$ cat src/rtl/cdb_arbiter_pkg.sv
// cdb_arbiter_pkg -- shared configuration for the common data bus arbiter.
//   ROB_SIZE_BIT     : ROB index width (macro, overridable on the command line)
//   CDB_NUM_SRC      : number of result sources feeding the CDB
//   cdb_src_e        : source ids (ALU=0, LSB=1, BRU=2)
//   cdb_entry_t      : {rob_idx, value} as held in each source buffer
//   cdb_src_step()   : source id advanced by k, modulo CDB_NUM_SRC
// Optional feature macro used by cdb_arbiter: CDB_LSB_PRIO_EN.
`ifndef ROB_SIZE_BIT
`define ROB_SIZE_BIT 4
`endif

package cdb_arbiter_pkg;

  localparam int unsigned CDB_NUM_SRC = 3;
  localparam int unsigned ROB_IDX_W   = `ROB_SIZE_BIT;

  typedef enum logic [1:0] {
    CDB_SRC_ALU = 2'd0,
    CDB_SRC_LSB = 2'd1,
    CDB_SRC_BRU = 2'd2
  } cdb_src_e;

  typedef struct packed {
    logic [ROB_IDX_W-1:0] rob_idx;
    logic [31:0]          value;
  } cdb_entry_t;

  function automatic cdb_src_e cdb_src_step(input cdb_src_e s, input int unsigned k);
    int unsigned t;
    t = (32'(s) + k) % CDB_NUM_SRC;
    return cdb_src_e'(t[1:0]);
  endfunction

endpackage

$ cat src/rtl/cdb_src_fifo.sv
// cdb_src_fifo -- per-source result buffer in front of the CDB arbiter.
// Ports:
//   clk_in, rst_in : clock, synchronous active-low reset
//   i_push         : write i_data (ignored while full)
//   i_pop          : drop head entry (ignored while empty)
//   i_flush        : empty the buffer (wins over push/pop)
//   i_data         : entry to write
//   o_full/o_empty : occupancy flags
//   o_head         : oldest entry (valid when !o_empty)
module cdb_src_fifo
  import cdb_arbiter_pkg::*;
#(
  parameter int unsigned SRC_FIFO_DEPTH = 2
) (
  input  logic       clk_in,
  input  logic       rst_in,
  input  logic       i_push,
  input  logic       i_pop,
  input  logic       i_flush,
  input  cdb_entry_t i_data,
  output logic       o_full,
  output logic       o_empty,
  output cdb_entry_t o_head
);

  localparam int unsigned PTR_W = $clog2(SRC_FIFO_DEPTH);
  localparam int unsigned CNT_W = PTR_W + 1;

  cdb_entry_t       r_mem [SRC_FIFO_DEPTH];
  logic [PTR_W-1:0] r_wr_ptr;
  logic [PTR_W-1:0] r_rd_ptr;
  logic [CNT_W-1:0] r_count;
  logic             w_push;
  logic             w_pop;

  assign o_full  = (r_count == CNT_W'(SRC_FIFO_DEPTH));
  assign o_empty = (r_count == '0);
  // A full buffer refuses writes even if the head leaves this cycle.
  assign w_push  = i_push && !o_full;
  assign w_pop   = i_pop && !o_empty;
  assign o_head  = r_mem[r_rd_ptr];

  always_ff @(posedge clk_in) begin
    if (w_push && rst_in && !i_flush) begin
      r_mem[r_wr_ptr] <= i_data;
    end
  end

  always_ff @(posedge clk_in) begin
    if (!rst_in || i_flush) begin
      r_wr_ptr <= '0;
      r_rd_ptr <= '0;
      r_count  <= '0;
    end else begin
      if (w_push) r_wr_ptr <= r_wr_ptr + PTR_W'(1);
      if (w_pop)  r_rd_ptr <= r_rd_ptr + PTR_W'(1);
      case ({w_push, w_pop})
        2'b10:   r_count <= r_count + CNT_W'(1);
        2'b01:   r_count <= r_count - CNT_W'(1);
        default: r_count <= r_count;
      endcase
    end
  end

endmodule

$ cat src/rtl/cdb_arbiter.sv
// cdb_arbiter -- buffers results from ALU, LSB and BRU and broadcasts at most
// one per cycle on the registered common data bus, round-robin between sources.
// Ports:
//   clk_in, rst_in : clock, synchronous active-low reset
//   rdy_in         : global ready; low freezes everything (clear ignored)
//   clear          : mispredict flush; empties buffers, kills the broadcast
//   src_valid/src_ready/src_rob_idx/src_value : per-source push handshake
//   cdb_valid/cdb_rob_idx/cdb_value/cdb_src   : registered broadcast
// Build option: CDB_LSB_PRIO_EN -- a non-empty LSB buffer always wins and
// such grants do not move the round-robin pointer.
module cdb_arbiter
  import cdb_arbiter_pkg::*;
#(
  parameter int unsigned SRC_FIFO_DEPTH = 2
) (
  input  logic                        clk_in,
  input  logic                        rst_in,
  input  logic                        rdy_in,
  input  logic                        clear,
  input  logic [2:0]                  src_valid,
  output logic [2:0]                  src_ready,
  input  logic [3*`ROB_SIZE_BIT-1:0]  src_rob_idx,
  input  logic [95:0]                 src_value,
  output logic                        cdb_valid,
  output logic [`ROB_SIZE_BIT-1:0]    cdb_rob_idx,
  output logic [31:0]                 cdb_value,
  output logic [1:0]                  cdb_src
);

  logic [2:0]            w_full;
  logic [2:0]            w_empty;
  logic [2:0]            w_push;
  logic [2:0]            w_pop;
  logic                  w_flush;
  cdb_entry_t            w_in   [CDB_NUM_SRC];
  cdb_entry_t            w_head [CDB_NUM_SRC];

  logic                  w_grant;
  cdb_src_e              w_winner;
  cdb_src_e              w_cand;
  cdb_src_e              w_rr_next;

  cdb_src_e              r_rr_ptr;
  logic                  r_cdb_valid;
  logic [ROB_IDX_W-1:0]  r_cdb_rob_idx;
  logic [31:0]           r_cdb_value;
  cdb_src_e              r_cdb_src;

  assign src_ready = (rst_in && rdy_in && !clear) ? ~w_full : '0;
  assign w_push    = src_valid & src_ready;
  assign w_flush   = rdy_in && clear;
  assign w_pop     = w_grant ? (3'b001 << w_winner) : '0;

  for (genvar gi = 0; gi < CDB_NUM_SRC; gi++) begin : g_src
    assign w_in[gi] = {src_rob_idx[gi*ROB_IDX_W +: ROB_IDX_W], src_value[gi*32 +: 32]};

    cdb_src_fifo #(
      .SRC_FIFO_DEPTH(SRC_FIFO_DEPTH)
    ) u_fifo (
      .clk_in  (clk_in),
      .rst_in  (rst_in),
      .i_push  (w_push[gi]),
      .i_pop   (w_pop[gi]),
      .i_flush (w_flush),
      .i_data  (w_in[gi]),
      .o_full  (w_full[gi]),
      .o_empty (w_empty[gi]),
      .o_head  (w_head[gi])
    );
  end

  always_comb begin
    w_grant   = 1'b0;
    w_winner  = CDB_SRC_ALU;
    w_cand    = CDB_SRC_ALU;
    w_rr_next = r_rr_ptr;
    if (rdy_in && !clear) begin
`ifdef CDB_LSB_PRIO_EN
      if (!w_empty[CDB_SRC_LSB]) begin
        w_grant  = 1'b1;
        w_winner = CDB_SRC_LSB;
      end
`endif
      for (int unsigned k = 0; k < CDB_NUM_SRC; k++) begin
        w_cand = cdb_src_step(r_rr_ptr, k);
        if (!w_grant && !w_empty[w_cand]) begin
          w_grant   = 1'b1;
          w_winner  = w_cand;
          w_rr_next = cdb_src_step(w_cand, 1);
        end
      end
    end
  end

  always_ff @(posedge clk_in) begin
    if (!rst_in) begin
      r_rr_ptr      <= CDB_SRC_ALU;
      r_cdb_valid   <= 1'b0;
      r_cdb_rob_idx <= '0;
      r_cdb_value   <= '0;
      r_cdb_src     <= CDB_SRC_ALU;
    end else if (rdy_in) begin
      if (clear) begin
        r_rr_ptr    <= CDB_SRC_ALU;
        r_cdb_valid <= 1'b0;
      end else begin
        r_cdb_valid <= w_grant;
        r_rr_ptr    <= w_rr_next;
        if (w_grant) begin
          r_cdb_rob_idx <= w_head[w_winner].rob_idx;
          r_cdb_value   <= w_head[w_winner].value;
          r_cdb_src     <= w_winner;
        end
      end
    end
  end

  assign cdb_valid   = r_cdb_valid;
  assign cdb_rob_idx = r_cdb_rob_idx;
  assign cdb_value   = r_cdb_value;
  assign cdb_src     = r_cdb_src;

endmodule
$ cat config.mk
export PLATFORM = sky130hd
export DESIGN_NAME = cdb_arbiter
export DESIGN_NICKNAME = d
export VERILOG_FILES = /design/src/rtl/cdb_arbiter_pkg.sv /design/src/rtl/cdb_src_fifo.sv /design/src/rtl/cdb_arbiter.sv
export SDC_FILE = /design/constraint.sdc
export NUM_CORES = 1
export LEC_CHECK = 0
export BUFFER_PORTS_ARGS = -buffer_cell sky130_fd_sc_hd__buf_2
export CORE_ASPECT_RATIO = 1.75
export CORE_UTILIZATION = 51
export DETAILED_ROUTE_END_ITERATION = 10
export GPL_ROUTABILITY_DRIVEN = 0
export PLACE_DENSITY = 0.82
export SLEW_MARGIN = 20
export SYNTH_ARGS = -nofsm -noshare
export SYNTH_HDL_FRONTEND = slang
export SYNTH_SLANG_ARGS = --single-unit
$ cat constraint.sdc
create_clock -name clk_in -period 3 [get_ports clk_in]
set_input_delay 0.3 -clock clk_in [delete_from_list [all_inputs] [get_ports clk_in]]
set_output_delay 0.3 -clock clk_in [all_outputs]
set_load 0.05 [all_outputs]
[Yosys cells after proc, flatten, opt, wreduce, memory -nomap -nowiden]
Memories as Yosys holds them, arrays and structs flattened. A register that Yosys moved wholly into a read port is not among the register bits.
Index checks and enable logic that the tools add are counted.
Word-level totals
  flip-flop bits (word level): 53
  RAM bits: 216
  bits of input ports: 115
  output and inout bits: 42
  logic and storage cells: 142
  memories: 3
Cells by class
  $add $sub $neg: 17
  divide/modulo/power cells: 6
  $lt $le $gt $ge: 4
  equality and inequality tests: 10
  shift-type cells: 1
  mux-type cells: 42
  bitwise operators: 4
  reduce and logical (&&, ||, !) cells: 41
Memories
  g_src[0].u_fifo.r_mem: depth 2, width 36, rd ports 1, clocked after memory_dff 1, wr ports 1, line cdb_src_fifo.sv:29  | cdb_entry_t r_mem [SRC_FIFO_DEPTH];
  g_src[1].u_fifo.r_mem: depth 2, width 36, rd ports 1, clocked after memory_dff 1, wr ports 1, line cdb_src_fifo.sv:29
  g_src[2].u_fifo.r_mem: depth 2, width 36, rd ports 1, clocked after memory_dff 1, wr ports 1, line cdb_src_fifo.sv:29
Operator list (count)
  remainder unit 32 x 2 -> 32 bit, second input constant: 5
  binary-select mux 36 bit (select 2 bit): 1
  2-to-1 mux 36 bit: 2
  remainder unit 2 x 2 -> 32 bit, second input constant: 1
  2-to-1 mux 1 bit: 22
  logical AND 1 bit: 18
  2-to-1 mux 2 bit: 9
  logical NOT 1 bit: 13
  adder 2 x 1 -> 3 bit, second input constant: 4
  equality test 2 bit, second input constant: 6
  one-hot mux 2 bit (2 select lines): 3
  less-than comparator 2 x 3 -> 1 bit, second input constant: 3
  nonzero test 2 bit: 4
  adder 1 bit, second input constant: 6
  adder 2 x 1 -> 2 bit, second input constant: 3
  binary-select mux 1 bit (select 2 bit): 3
  equality test 2 x 1 -> 1 bit, second input constant: 3
  logical NOT 2 bit: 3
  2-to-1 mux 3 bit: 2
  AND reduction 3 bit: 2
  subtractor 2 x 1 -> 2 bit, second input constant: 3
  inequality test 4 x 2 -> 1 bit, second input constant: 1
  adder 2 x 2 -> 3 bit, second input constant: 1
  AND 3 bit: 1
  6 further kinds: 6

[Longest topological paths before layout]
Gate-level depths: netlist of the first run.
  word-level depth: 18
  gate-level depth with buffers: 11
  mapped depth without buffers: 10

[By module]
A second synthesis of the first run with hierarchy kept.
Second synthesis, totals
  cell total of the unflattened synthesis: 716
  area total of the unflattened synthesis: 10939.2 um2
By module, submodules not included
  cdb_src_fifo: instances 3, cells each 139, area an instance 2816.5 um2, seq. area each 2262.2 um2
  cdb_arbiter: instances 1, cells each 299, area an instance 2489.9 um2, seq. area each 820.8 um2

[Least setup slack after synthesis of the first run]
OpenSTA, ideal clock, no wires.
  kind: input port to flip-flop
  start: input rdy_in
  end: memory g_src[0].u_fifo.r_mem[0][0] in the netlist's numbering, enable pin
  arrival: 3383 ps
  data required time: 2571 ps
  path slack: -813 ps
  stages: 5
  path buffers: 0
  cells stage by stage: nor2b_1 -> nand2_1 -> a21oi_1 -> nand2_1 -> nor2_1
Between the ends
  longest elaborated chain between the ends: 9
  elaborated cells between the ends (all ways): 11
  those cells by class: 3 x mux; 1 x bitwise; 7 x reduce/logical
Ends and longest elaborated chain
  start, declared: line cdb_arbiter.sv:18  | input logic rdy_in,
  logical AND 1 bit (2 in a row): line cdb_arbiter.sv:49  | assign src_ready = (rst_in && rdy_in && !clear) ? ~w_full : '0;
  2-to-1 mux 3 bit: line cdb_arbiter.sv:49
  net src_ready[0]: line cdb_arbiter.sv:21  | output logic [2:0] src_ready,
  AND 3 bit: line cdb_arbiter.sv:50  | assign w_push = src_valid & src_ready;
  logical AND 1 bit: line cdb_src_fifo.sv:39  | assign w_push = i_push && !o_full;
  logical AND 1 bit (2 in a row): line cdb_src_fifo.sv:44  | if (w_push && rst_in && !i_flush) begin
  2-to-1 mux 1 bit: line cdb_src_fifo.sv:44
  2-to-1 mux 1 bit (implied by the code): line cdb_src_fifo.sv:45  | r_mem[r_wr_ptr] <= i_data;
  end, declared: line cdb_src_fifo.sv:29
The timed path passes the listed nets, and every way through them passes these cells.

[Worst setup path after layout of the first run]
  start: register r_rr_ptr[0]
  end: register g_src[0].u_fifo.r_count[1]
Between the ends
  longest elaborated chain between the ends: 18
  elaborated cells between the ends (all ways): 34
  those cells by class: 2 x add/sub; 3 x div; 2 x eq/ne; 1 x shift; 18 x mux; 8 x reduce/logical
Ends and longest elaborated chain
  start, declared: line cdb_arbiter.sv:43  | cdb_src_e r_rr_ptr;
  start signal, assigned: line cdb_arbiter.sv:108  | r_rr_ptr <= w_rr_next;
  parallel branches: the longest is 14 deep, another holds remainder unit 32 x 2 -> 32 bit
  2-to-1 mux 3 bit *: line cdb_arbiter.sv:52  | assign w_pop = w_grant ? (3'b001 << w_winner) : '0;
  logical AND 1 bit *: line cdb_src_fifo.sv:40  | assign w_pop = i_pop && !o_empty;
  net g_src[0].u_fifo.w_pop: line cdb_src_fifo.sv:34  | logic w_pop;
  equality test 2 x 1 -> 1 bit / equality test 2 bit (equally long branches): line cdb_src_fifo.sv:57  | case ({w_push, w_pop})
  one-hot mux 2 bit (2 select lines) / nonzero test 2 bit (equally long branches)
  end signal, assigned: line cdb_src_fifo.sv:58  | 2'b10: r_count <= r_count + CNT_W'(1);
  end signal, assigned: line cdb_src_fifo.sv:59  | 2'b01: r_count <= r_count - CNT_W'(1);
  end signal, assigned: line cdb_src_fifo.sv:60  | default: r_count <= r_count;
  end, declared: line cdb_src_fifo.sv:32  | logic [CNT_W-1:0] r_count;
Mark *: on every way through the listed nets, which the timed path passes. The select of a mux whose other input is x is not followed.
A chain may end at the register's enable or synchronous reset.

==> results.json, run 1 <==
{
  "status": "finished, violations left",
  "drv_cap": 0,
  "cts_made_buffers": 24,
  "drcViolationCount": 14,
  "num-nets-final": 1083,
  "synth_fp_nets": 815,
  "syn-cell-area_um2": 10600,
  "r2r_start": "r_rr_ptr[0]$_SDFFE_PN0P_",
  "async_flop_share": 0,
  "area_delta_synth_final_pct": 28.3,
  "p_total_uw": 7630,
  "path_clk_slew_ns": 0.07,
  "initial_utilization": 0.522,
  "fin_crit_sh": 0.934,
  "yosysSeqAreaShare": 0.715,
  "whs_path_depth": 1,
  "grt_pass1_wl_mm": 37.6,
  "vdd_drop_max_mv": 0.527,
  "hold_viol_final": 0,
  "regArea_um2": 7610,
  "fill_cells": 1418,
  "track_usage": 0.231,
  "fin_worst_skew_ns": 0.0112,
  "worstSetupPathType": "flop to flop",
  "core_um2": 20400,
  "drive_above_1_share": 0.272,
  "max_freq_ghz": 0.357,
  "multi_input_area_um2": 2840,
  "critPathRequiredTime_ns": 3.43,
  "path_cells": "inv_1 > ha_1 > nor2b_1 > o211ai_1 > nand3_1 > nor4b_2 > ha_1 > or3_1 > a21oi_1",
  "drt-total-wl_mm": 24.7,
  "crit_buf_inv": 1,
  "port_buffers": 156,
  "violations": "DRC",
  "grt_start_max_net_pins": 51,
  "ys_warn_count": 0,
  "p_leak_uw": 0.00483,
  "hpwlAfterDp_mm": 15.5,
  "crit_family": "simple AND/OR/NAND/NOR gates",
  "wl_per_cell_um": 20.1,
  "avgSynthCellArea_um2": 15.3,
  "dieHeight_um": 193,
  "antenna_found_initial": 4,
  "min_from": "src_value[22]",
  "critical_path.max_fanout": 14,
  "ant_nets": 0,
  "synth_seq_cells": 272,
  "start_kind": "flop",
  "drv_slew": 0,
  "die_x_um": 111,
  "cp_num_cells": 9,
  "hold_path.class": "primary input to flop",
  "row_count": 69,
  "rsz0062_at_grt": "no",
  "overflow": 0,
  "hold_path_end": "g_src[0].u_fifo.r_mem[1][22]$_DFFE_PP_",
  "vias": 6848,
  "io_pins": 157,
  "cpMaxStageDelayCell": "ha_1",
  "r2r-end": "g_src[0].u_fifo.r_count[1]$_SDFFE_PP0P_",
  "reg2reg_depth": 9,
  "htree_num_levels": 1,
  "clock_sinks": 272,
  "cts_setup_buffers": 0,
  "dieArea_um2": 21500,
  "cp-end-kind": "flop",
  "ys.flop_type": "edfxtp_1",
  "power_density_nw_per_um2": 558,
  "drt_iter0_drc": 389,
  "dr.pass1.iters": 8,
  "synth_cell_type_count": 46,
  "cts_root_buffer": "clkbuf_16",
  "grt_pass1_vias": 7162,
  "setup_tns_ns": 0,
  "slew_headroom": 0.467,
  "hold_slack_ns": 0.0210,
  "worstMarginPinSlew_ns": 0.800,
  "period_minus_slack_ns": 2.80,
  "synthCells": 694,
  "cts_tree": "done",
  "rrSetupSlack_ns": 0.20,
  "clock_latency_ns": 0.52,
  "vias_per_cell": 5.56,
  "crit_top_cell": "ha_1",
  "crit_path_max_incr_delay_ns": 0.49,
  "cts_buffer_depth": 3,
  "cp.arrival_ns": 3.23,
  "synth_edf_count": 216,
  "setup_viol": 0
}
==> stage by stage <==
step | setup slack [ns] | util | instances | cell area [um^2]
after floorplan | -0.251 | - | 694 | 10700
after global placement | 0.340 | 0.580 | 1077 | 11800
after detailed placement | 0.254 | 0.580 | 1077 | 11800
after CTS | 0.235 | 0.668 | 1225 | 13600
after global routing | 0.0339 | 0.670 | 1232 | 13700
final | 0.199 | 0.670 | 1232 | 13700
==> how the worst max path moves through the flow <==
stage / start / end / slack [ns]
finish: r_rr_ptr[0]$_SDFFE_PN0P_ / g_src[0].u_fifo.r_count[1]$_SDFFE_PP0P_ / 0.20
CTS: r_rr_ptr[0]$_SDFFE_PN0P_ / g_src[0].u_fifo.r_count[1]$_SDFFE_PP0P_ / 0.23
detailed placement: r_rr_ptr[0]$_SDFFE_PN0P_ / g_src[0].u_fifo.r_count[1]$_SDFFE_PP0P_ / 0.25
floorplan: rdy_in / g_src[0].u_fifo.r_mem[1][0]$_DFFE_PP_ / -0.25
global route: r_rr_ptr[0]$_SDFFE_PN0P_ / g_src[0].u_fifo.r_count[1]$_SDFFE_PP0P_ / 0.03
global placement: r_rr_ptr[0]$_SDFFE_PN0P_ / g_src[2].u_fifo.r_count[1]$_SDFFE_PP0P_ / 0.34
==> logic make-up after synthesis <==
group | synth area share
buffers and inverters | 0.0236
AND/OR/NAND/NOR | 0.0542
flip-flops | 0.715
adder cells (fa/ha/maj) | 0.00706
multiplexers | 0.0720
AO/OA/AOI/OAI | 0.118
XOR/XNOR | 0.00988
==> cells in the final DEF (no fill, tap or decap), types with 38 or more instances in the layout <==
cell,count
nor2b_1,43
a22oi_1,38
edfxtp_1,216
a211oi_1,38
buf_2,156
dfxtp_1,53
dlygate4sd3_1,107
o21ai_1,38
==> report_power, final <==
part	total (uW)	internal, uW	switching, uW	leakage [uW]
sequential	4150	4120	27.3	0.00241
clock	2940	1620	1320	0.000352
combinational	538	245	293	0.00208
total	7630	5990	1640	0.00483
==> Yosys cell counts, types with 2 or more instances <==
cell	number	area share
buf_2	12	0.0056
ha_1	6	0.0071
nand3_1	6	0.0028
edfxtp_1	216	0.61
dfxtp_1	56	0.11
or2_0	2	0.0012
a21o_1	36	0.025
clkbuf_1	22	0.0078
a21oi_1	11	0.0052
mux2i_1	36	0.034
a211oi_1	38	0.027
nor2_1	22	0.0078
mux2_2	36	0.038
o21ai_1	38	0.018
buf_6	6	0.0064
or3_1	3	0.0018
nand2_1	10	0.0035
o21ai_0	10	0.0047
a22oi_1	38	0.027
inv_1	8	0.0028
xnor2_1	9	0.0074
xor2_1	3	0.0025
nor3_1	4	0.0019
nor2b_1	44	0.026
==> area by class of cell <==
type | count | area share
multi-input cells | 372 | 0.208
clock buffers | 31 | 0.0475
flip-flops and latches | 272 | 0.557
clock inverters | 13 | 0.00715
repair buffers | 284 | 0.154
well taps | 248 | 0.0227
diodes | 4 | 0.000733
inverters | 8 | 0.00220
==> registers in the layout (all words and copies together), names as in the netlist, named ones only <==
signal / count
g_src.u_fifo.r_mem: 216
cdb_value: 32
g_src.u_fifo.r_count: 6
cdb_rob_idx: 4
g_src.u_fifo.r_rd_ptr: 3
g_src.u_fifo.r_wr_ptr: 3
cdb_src: 2
r_rr_ptr: 2
cdb_valid: 1
==> metal layers <==
| layer | global-route usage | up-vias | routed length (um) |
|---|---|---|---|
| met3 | 0.0278 | 59 | 1270 |
| li1 | - | 3197 | - |
| met4 | 0.120 | 0 | 998 |
| met2 | 0.444 | 275 | 13600 |
| met5 | 0 | - | 0 |
| met1 | 0.246 | 3317 | 8860 |
==> timing repair <==
item / in CTS / in global routing
hold endpoints to repair: 208 / 6
hold buffers: 104 / 3
endpoints found under the setup margin: 0 / 1
gates resized for setup: 0 / 1
Note: power is estimated with default switching activity, not from simulation.
==> run 2, diff against run 1 <==
clock period = 2.53 ns   (was 3 ns; I/O delays follow)
==> run 2 against run 1 <==
  * The run still ends with DRC left
  * First-iteration DRC count up 14%
  * Sequential share of layout area down 1.9 points
  * Design area is 3.7% higher
  * Die area stayed put
  * Combinational power up 33%
  * Total power grew 18%
  * Clock power increased by 16%
  * Critical path depth grew 2
  * Clock skew up 0.0072 ns
  * Sequential cell count unchanged
  * Critical endpoint is now g_src[2].u_fifo.r_count[1]$_SDFFE_PP0P_
  * Largest cell class unchanged
==> results.json, run 2 (synthesis results as in run 1) <==
{
  "worstSetupPathType": "flop to flop",
  "wl_per_cell_um": 21.2,
  "drcViolationCount": 16,
  "grt_pass1_wl_mm": 39.8,
  "die_x_um": 111,
  "fill_cells": 1307,
  "cts_root_buffer": "clkbuf_16",
  "path_clk_slew_ns": 0.07,
  "cp.arrival_ns": 2.92,
  "cts_tree": "done",
  "max_freq_ghz": 0.400,
  "critical_path.max_fanout": 11,
  "pre_cts_ws_ns": -0.232,
  "hold_viol_final": 0,
  "p_leak_uw": 0.00509,
  "dp.cells": 1105,
  "cts_made_buffers": 23,
  "num-nets-final": 1121,
  "crit_path_max_incr_delay_ns": 0.37,
  "ant_nets": 0,
  "antenna_cells": 0,
  "initial_utilization": 0.522,
  "cpMaxStageDelayCell": "or3_1",
  "htree_num_levels": 1,
  "clock_latency_ns": 0.51,
  "fin_crit_sh": 0.988,
  "final_common_cell": "edfxtp_1",
  "vias_per_cell": 5.63,
  "start_kind": "flop",
  "io_pins": 157,
  "hold_slack_ns": 0.0643,
  "antenna_found_initial": 0,
  "clock_sinks": 272,
  "drt_iter0_drc": 442,
  "critPathRequiredTime_ns": 2.95,
  "status": "finished, violations left",
  "drv_slew": 0,
  "hold_path.class": "primary input to flop",
  "overflow": 0,
  "cp-end-kind": "flop",
  "path_cells": "inv_2 > ha_4 > buf_4 > buf_12 > nor2b_1 > o211ai_1 > nand3_4 > nor3_4 > ha_1 > or3_1 > a21oi_1",
  "drive_above_1_share": 0.317,
  "track_usage": 0.246,
  "row_count": 69,
  "dieHeight_um": 193,
  "largest_reg_flops": 216,
  "hpwlAfterDp_mm": 16.1,
  "vias": 7111,
  "slew_headroom": 0.318,
  "worstMarginPinSlew_ns": 1.02,
  "grt_start_max_net_pins": 48,
  "period_minus_slack_ns": 2.50,
  "grt_pass1_vias": 7381,
  "drv_cap": 0,
  "setup_viol": 0,
  "largest-register": "g_src.u_fifo.r_mem",
  "power_density_nw_per_um2": 638,
  "setup_ws_ns": 0.0313,
  "core_um2": 20400,
  "fin_worst_skew_ns": 0.0184,
  "cts_buffer_depth": 3,
  "dieArea_um2": 21500,
  "regArea_um2": 7620,
  "layoutNonFillerInstCount": 1264,
  "drt-total-wl_mm": 26.8,
  "final_cell_mix": "edfxtp_1, buf_2, dlygate4sd3_1, dfxtp_1, nor2b_1",
  "dr.pass1.iters": 8,
  "multi_input_area_um2": 2990,
  "violations": "DRC",
  "port_buffers": 156,
  "vdd_drop_max_mv": 0.594,
  "area_delta_synth_final_pct": 33.1
}
[run 2: cell type report]
| type | instances | area share |
|---|---|---|
| multi-input cells | 373 | 0.211 |
| repair buffers | 322 | 0.176 |
| well taps | 248 | 0.0219 |
| flip-flops and latches | 272 | 0.538 |
| inverters | 8 | 0.00212 |
| clock inverters | 9 | 0.00477 |
| clock buffers | 32 | 0.0459 |
[run 2: critical path: cells and delay by family (launching register included)]
kind	cells	cell delay, ns
adders and majority gates	2	0.44
DFF	1	0.33
AOI/OAI and AO/OA	2	0.48
buffers and inverters	3	0.32
and+or+nand+nor	4	0.84
[run 2: worst paths after layout]
kind                                   start                                       to  slack, ns  depth (start not counted)
setup / recovery    r_rr_ptr[0]$_SDFFE_PN0P_  g_src[2].u_fifo.r_count[1]$_SDFFE_PP0P_       0.03                         11
hold / removal                        rst_in                   cdb_valid$_SDFFE_PN0P_       0.06                          2
setup reg to reg    r_rr_ptr[0]$_SDFFE_PN0P_  g_src[2].u_fifo.r_count[1]$_SDFFE_PP0P_       0.03                         11
hold reg to reg   cdb_value[11]$_SDFFE_PN0P_               cdb_value[11]$_SDFFE_PN0P_       0.50                          2
[run 2: per-stage QoR]
stage | area [um^2] | util | TNS, ns | power [uW]
after global placement | 12100 | 0.594 | -1.25 | 5520
after CTS | 14000 | 0.689 | 0 | 9010
after detailed placement | 12100 | 0.594 | -5.01 | 5540
after global routing | 14200 | 0.695 | -0.190 | 9280
after floorplan | 10700 | - | -81.15 | 5300
final | 14200 | 0.695 | 0 | 9030
[run 2: power breakdown]
group	total (uW)	leakage (uW)	switching [uW]	internal, uW
clock	3400	0.000350	1510	1890
sequential	4920	0.00241	29.7	4890
combinational	713	0.00233	386	328
total	9030	0.00509	1920	7110
[run 2: metal layers]
layer / part of all wire / vias up / GRT usage
met5: 0 / - / 0
met4: 0.031 / 0 / 0.108
met3: 0.046 / 65 / 0.0325
met2: 0.56 / 260 / 0.472
met1: 0.37 / 3516 / 0.272
li1: - / 3270 / -
[run 2: repair_timing]
action                                 in CTS  in global routing
gates cloned                                1                  0
setup endpoints to repair                  33                 32
gates resized for setup                    15                 18
buffers inserted                            6                  3
pin swaps                                   6                  9
hold buffers                              108                  0
endpoints found under the hold margin     216                  0
==> run 3, diff against run 2 <==
BUFFER_PORTS_ARGS = -buffer_cell sky130_fd_sc_hd__clkbuf_2   (was -buffer_cell sky130_fd_sc_hd__buf_2)
RECOVER_POWER = 50   (was unset)
TNS_END_PERCENT = 30   (was unset)
==> run 3 against run 2 <==
  * Count of clock-buffer cells in the layout is 1 lower
  * Final cell count is 1.3% lower
  * Non-clock buffer count is 20 lower
  * The run still ends with DRC left
  * Critical path depth is 4 lower
  * Register-to-register slack better by 0.11 ns
  * First-iteration DRC count is 19% lower
  * Sequential power hardly changed
  * Die area stayed put
==> results.json, run 3 (synthesis results as in run 1) <==
{
  "hpwlAfterDp_mm": 15.8,
  "violations": "DRC",
  "drt-total-wl_mm": 25.0,
  "slew_headroom": 0.502,
  "cts_made_buffers": 24,
  "vias": 6920,
  "pre_cts_ws_ns": -0.00868,
  "fill_cells": 1480,
  "grt_start_max_net_pins": 45,
  "max_freq_ghz": 0.419,
  "core_um2": 20400,
  "htree_num_levels": 1,
  "setup_ws_ns": 0.145,
  "hold_path_end": "cdb_valid$_SDFFE_PN0P_",
  "io_pins": 157,
  "hold_path.class": "primary input to flop",
  "overflow": 0,
  "hold_slack_ns": 0.0744,
  "wl_per_cell_um": 20.0,
  "path_clk_slew_ns": 0.07,
  "critical_path.max_fanout": 6,
  "fin_crit_sh": 0.943,
  "whs_path_depth": 2,
  "drv_cap": 0,
  "clock_sinks": 272,
  "grt_pass1_wl_mm": 38.2,
  "grt_pass1_vias": 7297,
  "port_buffers": 156,
  "p_total_uw": 9010,
  "dieHeight_um": 193,
  "period_minus_slack_ns": 2.38,
  "worstMarginPinSlew_ns": 0.750,
  "cp.arrival_ns": 2.82,
  "worstSetupPathType": "flop to flop",
  "fin_worst_skew_ns": 0.0141,
  "dieArea_um2": 21500,
  "drt_iter0_drc": 357,
  "r2r_start": "g_src[1].u_fifo.r_count[1]$_SDFFE_PP0P_",
  "setup_tns_ns": 0,
  "area_delta_synth_final_pct": 28.9,
  "hold_viol_final": 0,
  "start_kind": "flop",
  "drv_slew": 0,
  "final_common_cell": "edfxtp_1",
  "status": "finished, violations left",
  "initial_utilization": 0.522,
  "rsz0062_at_grt": "no",
  "power_density_nw_per_um2": 657,
  "cts_buffer_depth": 3,
  "r2r-end": "g_src[0].u_fifo.r_count[1]$_SDFFE_PP0P_",
  "final_cell_mix": "edfxtp_1, clkbuf_1, dlygate4sd3_1, dfxtp_1, nor2b_1",
  "num-nets-final": 1101,
  "p_leak_uw": 0.00460,
  "die_x_um": 111,
  "clock_latency_ns": 0.53,
  "cp-end-kind": "flop",
  "setup_viol": 0,
  "track_usage": 0.234,
  "rrSetupSlack_ns": 0.15,
  "reg2reg_depth": 7,
  "cts_root_buffer": "clkbuf_16",
  "drive_above_1_share": 0.171,
  "antenna_found_initial": 2,
  "dr.pass1.iters": 8,
  "multi_input_area_um2": 2860,
  "drcViolationCount": 20,
  "cts_tree": "done",
  "min_from": "rst_in",
  "vias_per_cell": 5.54,
  "vdd_drop_max_mv": 0.628,
  "ant_nets": 0,
  "regArea_um2": 7610,
  "largest_reg_flops": 216,
  "critPathRequiredTime_ns": 2.97,
  "row_count": 69,
  "largest-register": "g_src.u_fifo.r_mem"
}
run 3: changes by cell type in the layout (fill, tap and decap cells not counted), moves of 2 or more:
cell	previous run	this run
buf_2	156	0
clkbuf_1	5	122
clkbuf_2	0	41
buf_4	42	23
clkbuf_8	4	0
dfxtp_1	49	53
dfxtp_2	7	3
buf_12	16	13
clkbuf_16	23	26
nor2_1	16	19
nor2_4	6	3
a21oi_1	9	11
clkinv_2	3	5
diode_2	0	2
run 3: layer usage:
metal | GRT usage | up-vias | wire [um]
li1 | - | 3246 | -
met1 | 0.258 | 3369 | 9090
met2 | 0.452 | 242 | 13700
met3 | 0.0309 | 63 | 1360
met4 | 0.0910 | 0 | 821
met5 | 0 | - | 0
run 3: how the worst max path moves through the flow:
stage,startpoint,endpoint
final,g_src[1].u_fifo.r_count[1]$_SDFFE_PP0P_,g_src[0].u_fifo.r_count[1]$_SDFFE_PP0P_
after global routing,r_rr_ptr[1]$_SDFFE_PN0P_,g_src[0].u_fifo.r_count[1]$_SDFFE_PP0P_
after CTS,r_rr_ptr[0]$_SDFFE_PN0P_,cdb_value[5]$_SDFFE_PN0P_
after detailed placement,r_rr_ptr[0]$_SDFFE_PN0P_,cdb_value[5]$_SDFFE_PN0P_
after global placement,r_rr_ptr[0]$_SDFFE_PN0P_,cdb_value[20]$_SDFFE_PN0P_
after floorplan,rdy_in,g_src[0].u_fifo.r_mem[0][0]$_DFFE_PP_
run 3: through the flow:
stage	utilization	instance area [um^2]	instances
finish	0.673	13700	1248
global route	0.673	13700	1248
CTS	0.679	13800	1244
detailed placement	0.589	12000	1092
global placement	0.589	12000	1092
floorplan	-	10700	694
run 3: worst max-delay path, cell delays in order, from the launching register on:
cell	delay, ns
dfxtp_1	0.36
or2_0	0.37
o31ai_1	0.31
nand3_2	0.18
nor4b_4	0.31
ha_1	0.30
or3_1	0.35
a21oi_1	0.13
run 3: layout make-up:
cell class	count	area share
clock buffers	31	0.0488
diodes	2	0.000365
flip-flops and latches	272	0.555
repair buffers	302	0.157
inverters	8	0.00219
clock inverters	13	0.00520
multi-input cells	372	0.208
well taps	248	0.0226
run 3: where the power goes:
group	internal [uW]	switching (uW)
registers	4890	31.3
clock network	1880	1580
logic	281	355
total	7050	1970
run 3: timing repair:
action	in CTS	in global routing
gates cloned	0	0
resized for setup	1	7
setup buffers	0	2
setup endpoints to repair	10	27
hold buffers	108	0
pin swaps	0	2
hold endpoints to repair	216	0
